**src/rtl/cache_control.sv**
```systemverilog
// Control FSM for the two-way set-associative cache: hit handling, dirty-victim writeback, line allocate.
// Optional macro CACHE_CTRL_PERF_EN adds saturating hit/miss counters on hit_count/miss_count.
module cache_control (
    input  logic        clk,
    input  logic        reset_n,
    input  logic        mem_read,
    input  logic        mem_write,
    output logic        mem_resp,
    input  logic        hit0,
    input  logic        hit1,
    input  logic        lru,
    input  logic        dirty0,
    input  logic        dirty1,
    output logic        pmem_read,
    output logic        pmem_write,
    input  logic        pmem_resp,
    output logic        data_write0,
    output logic        data_write1,
    output logic        tag_write0,
    output logic        tag_write1,
    output logic        valid_write0,
    output logic        valid_write1,
    output logic        dirty_write0,
    output logic        dirty_write1,
    output logic        dirty_in,
    output logic        lru_write,
    output logic        lru_in,
    output logic        datain_sel,
    output logic        pmem_addr_sel
`ifdef CACHE_CTRL_PERF_EN
    ,
    output logic [15:0] hit_count,
    output logic [15:0] miss_count
`endif
);

    typedef enum logic [1:0] {
        CHECK     = 2'b00,
        WRITEBACK = 2'b01,
        ALLOCATE  = 2'b10
    } state_e;

    state_e state_q, state_d;
    logic   way_q, way_d;
    logic   gap_q, gap_d;
    logic   pmem_read_q, pmem_read_d;
    logic   pmem_write_q, pmem_write_d;
    logic   req_s;
    logic   hit_s;
    logic   hit_way_s;

    // Requests are masked while reset is held so every output reads 0 in reset.
    assign req_s     = (mem_read | mem_write) & reset_n;
    assign hit_s     = hit0 | hit1;
    assign hit_way_s = hit1;

    assign pmem_read  = pmem_read_q;
    assign pmem_write = pmem_write_q;

    // State, captured victim way and registered pmem request lines.
    always_ff @(posedge clk or negedge reset_n) begin
        if (!reset_n) begin
            state_q      <= CHECK;
            way_q        <= 1'b0;
            gap_q        <= 1'b0;
            pmem_read_q  <= 1'b0;
            pmem_write_q <= 1'b0;
        end else begin
            state_q      <= state_d;
            way_q        <= way_d;
            gap_q        <= gap_d;
            pmem_read_q  <= pmem_read_d;
            pmem_write_q <= pmem_write_d;
        end
    end

    // Next-state decode plus Mealy array strobes and completion pulse.
    always_comb begin
        state_d       = state_q;
        way_d         = way_q;
        gap_d         = gap_q;
        mem_resp      = 1'b0;
        data_write0   = 1'b0;
        data_write1   = 1'b0;
        tag_write0    = 1'b0;
        tag_write1    = 1'b0;
        valid_write0  = 1'b0;
        valid_write1  = 1'b0;
        dirty_write0  = 1'b0;
        dirty_write1  = 1'b0;
        dirty_in      = 1'b0;
        lru_write     = 1'b0;
        lru_in        = 1'b0;
        datain_sel    = 1'b0;
        pmem_addr_sel = 1'b0;
        case (state_q)
            CHECK: begin
                if (req_s) begin
                    if (hit_s) begin
                        mem_resp  = 1'b1;
                        lru_write = 1'b1;
                        lru_in    = ~hit_way_s;
                        if (mem_write) begin
                            data_write0  = ~hit_way_s;
                            data_write1  = hit_way_s;
                            dirty_write0 = ~hit_way_s;
                            dirty_write1 = hit_way_s;
                            dirty_in     = 1'b1;
                        end else begin
                            dirty_in     = 1'b0;
                        end
                    end else begin
                        way_d   = lru;
                        gap_d   = 1'b0;
                        state_d = (lru ? dirty1 : dirty0) ? WRITEBACK : ALLOCATE;
                    end
                end else begin
                    state_d = CHECK;
                end
            end
            WRITEBACK: begin
                pmem_addr_sel = 1'b1;
                // One idle cycle follows the writeback so pmem sees its request drop before the fill read.
                if (pmem_resp) begin
                    state_d = ALLOCATE;
                    gap_d   = 1'b1;
                end else begin
                    state_d = WRITEBACK;
                end
            end
            ALLOCATE: begin
                if (gap_q) begin
                    gap_d = 1'b0;
                end else if (pmem_resp) begin
                    data_write0  = ~way_q;
                    data_write1  = way_q;
                    tag_write0   = ~way_q;
                    tag_write1   = way_q;
                    valid_write0 = ~way_q;
                    valid_write1 = way_q;
                    dirty_write0 = ~way_q;
                    dirty_write1 = way_q;
                    dirty_in     = 1'b0;
                    datain_sel   = 1'b1;
                    state_d      = CHECK;
                end else begin
                    state_d = ALLOCATE;
                end
            end
            default: begin
                state_d = CHECK;
                gap_d   = 1'b0;
            end
        endcase
        pmem_read_d  = (state_d == ALLOCATE) && !gap_d;
        pmem_write_d = (state_d == WRITEBACK);
    end

`ifdef CACHE_CTRL_PERF_EN
    logic [15:0] hit_count_q;
    logic [15:0] miss_count_q;
    logic        miss_s;

    assign miss_s     = (state_q == CHECK) && req_s && !hit_s;
    assign hit_count  = hit_count_q;
    assign miss_count = miss_count_q;

    // Saturating event counters.
    always_ff @(posedge clk or negedge reset_n) begin
        if (!reset_n) begin
            hit_count_q  <= 16'h0000;
            miss_count_q <= 16'h0000;
        end else begin
            if (mem_resp && (hit_count_q != 16'hFFFF)) begin
                hit_count_q <= hit_count_q + 16'h0001;
            end else begin
                hit_count_q <= hit_count_q;
            end
            if (miss_s && (miss_count_q != 16'hFFFF)) begin
                miss_count_q <= miss_count_q + 16'h0001;
            end else begin
                miss_count_q <= miss_count_q;
            end
        end
    end
`endif

endmodule
```
**config.mk**
```make
export PLATFORM = sky130hd
export DESIGN_NAME = cache_control
export DESIGN_NICKNAME = d
export VERILOG_FILES = /design/src/rtl/cache_control.sv
export SDC_FILE = /design/constraint.sdc
export NUM_CORES = 1
export LEC_CHECK = 0
export CAP_MARGIN = 20
export CELL_PAD_IN_SITES_DETAIL_PLACEMENT = 0
export CELL_PAD_IN_SITES_GLOBAL_PLACEMENT = 1
export CORE_AREA = 2 2 39 41
export DETAILED_ROUTE_END_ITERATION = 10
export DIE_AREA = 0 0 41 43
export DONT_BUFFER_PORTS = 1
export PLACE_DENSITY_LB_ADDON = 0.1
export SLEW_MARGIN = 20
export SYNTH_ARGS = -nofsm -noshare
export SYNTH_HDL_FRONTEND = slang
export SYNTH_SLANG_ARGS = --single-unit
```
**constraint.sdc**
```tcl
create_clock -name clk -period 1.5 [get_ports clk]
set_input_delay 0.15 -clock clk [delete_from_list [all_inputs] [get_ports clk]]
set_output_delay 0.15 -clock clk [all_outputs]
set_load 0.02 [all_outputs]
```
==> results.ini <==
[detailed_routing]
drtIter0Drc=2
wirelength_microns=943
num_vias=355
via_per_inst=5.00
firstDrtPassIters=3
drc_errors=0
antenna_left=0
wl_per_cell_microns=13.3

[timing]
hold_viol_final=0
holdWs_ns=0.0491
slew_headroom=0.747
period_share=0.971
finalMaxSlewViolations=0
setup_violations=0
max_freq_mhz=687
finalSetupTns_ns=0
worst_pin_slew_ns=0.378
rsz0062_at_grt=true
fin_crit_ns=1.46
skew_ns=0.00586

[placement]
io_buffers=0
gp_congestion=0.692
place_area_sq_um=455
dp_hpwl_microns=731

[synth]
synth.avg_cell_area_sq_um=9.10
seq_area_frac_synth=0.375
synth_fp_nets=54
ys_warn_count=0
yosysUniqueCellTypes=22
ys_ff_latch=6
synth_cells=44
netlist_area_sq_um=400

[floorplanning]
start_util=0.289
die_x_microns=41
row_count=14
fp.dieArea_sq_um=1760
ioPinCount=26
die_h_microns=43
core_area_sq_um=1380

[power_and_ir_drop]
max-vdd-ir-drop_v=0.000462
power.leakage_nw=0.285
p_per_area_nw_per_um2=1020

[hold_path]
hold_path_class=input port to flop

[critical_path]
endpoint_kind=output port
path_cells=nor2_2 -> nand3_2 -> o22ai_1 -> buf_4
crit_path_max_incr_delay_ns=0.43
worstSetupPathType=flop to output port
worstPathRequired_ns=1.35
cp_max_fo=4
crit_path_top_delay_cell=dfrtp_2
r2r_slack_ns=0.08
critPathLaunchType=flop
crit_arrival_ns=1.31

[cts]
clockBufferDepth=2
cts_buffers=3
path_clk_slew_ns=0.05
cts_tree=done
clock-sinks=6
cts_max_level=1
clkLatencyLatePin_ns=0.24
root_buffer=clkbuf_4

[global_route]
use_met3=0.0471
grt_pass1_vias=330
met2_usage=0.178
use_met1=0.132
antenna_found_initial=0
grt_max_degree=7
grt_pass1_wl_mm=1.33
busiest_layer=met2
grt-ovfl-total=0
track_usage=0.117

[final_layout]
area_growth_pct=35.0
final_layout_size_suffix_gt1_frac=0.473
fin_nets=67
final_cell_mix=12 x buf_4, 5 x nor2_1, 5 x dfrtp_1
fin_area_sq_um=541
layout_commonest_cell=buf_4
diodes=0

[flow_run]
drv_cap=0

[run_status]
outcome=finished clean

-- synth_stat cells, drive strengths merged --
library cell | number | area share
nor4 | 1 | 0.053
mux2i | 1 | 0.025
a31oi | 1 | 0.016
o2bb2ai | 2 | 0.044
nor2 | 6 | 0.056
o21ai | 1 | 0.012
nand3b | 1 | 0.028
inv | 4 | 0.037
nand3 | 3 | 0.037
and2 | 1 | 0.019
o21bai | 1 | 0.019
buf | 5 | 0.094
mux2 | 1 | 0.037
dfrtp | 6 | 0.37
a22o | 1 | 0.022
o21a | 1 | 0.019
o22ai | 1 | 0.016
nor2b | 2 | 0.038
nand2 | 5 | 0.053
-- final timing paths --
path                                 start            to  cells past startpoint
worst max register to register  state_q[0]         way_q                      4
worst min register to register       gap_q         gap_q                      1
max in group asynchronous          reset_n    state_q[0]                      1
worst max-delay path            state_q[0]  dirty_write0                      4
min in group asynchronous          reset_n     pmem_read                      1
worst min-delay path                   lru         way_q                      1
-- timing repair --
| item | in CTS | in global routing |
|---|---|---|
| setup buffers | 3 | 1 |
| resized for setup | 2 | 3 |
| hold buffers | 1 | 0 |
| endpoints found under the setup margin | 6 | 6 |
| endpoints found under the hold margin | 6 | 0 |
| pin swaps | 0 | 1 |
-- state kept, by name (all words and copies together), names as in the netlist --
signal      count
pmem_write      1
pmem_read       1
gap_q           1
state_q         2
way_q           1
-- critical path, delay by kind of cell (launching register included) --
kind,cells,cell delay (ns)
DFF,1,0.43
and+or+nand+nor,2,0.28
AOI/OAI and AO/OA,1,0.15
buffers and inverters,1,0.20
-- logic make-up after synthesis --
family / after synthesis / synth area share
AOI/OAI and AO/OA: 8 / 0.147
buffers and inverters: 9 / 0.131
DFF: 6 / 0.375
muxes: 2 / 0.0625
and+or+nand+nor: 19 / 0.284
-- stage by stage --
step	util	instances	power [mW]	setup slack, ns
floorplan	-	44	0.348	-0.0332
global placement	0.329	63	0.374	0.187
detailed placement	0.329	63	0.375	0.192
CTS	0.373	70	0.544	0.00672
global route	0.391	71	0.585	-0.0269
finish	0.391	71	0.552	0.0441
-- power breakdown --
part	internal [mW]	total (mW)	switching, mW
Clock	0.0905	0.148	0.0576
Sequential	0.187	0.217	0.0297
Combinational	0.0881	0.187	0.0992
-- routing by layer --
layer	share of wire	wire length, microns
met1	0.40	376
met2	0.51	480
met5	0	0
met3	0.083	78
met4	0.0085	8
-- final cells by class --
type	count	area [sq um]
fill	154	843
tap	16	20.0
sequential	6	151
multi-input combinational	29	231
inverter	4	15.0
timing repair buffer	13	100
clock buffer	3	22.5
Note: power is estimated with default switching activity, not from simulation.
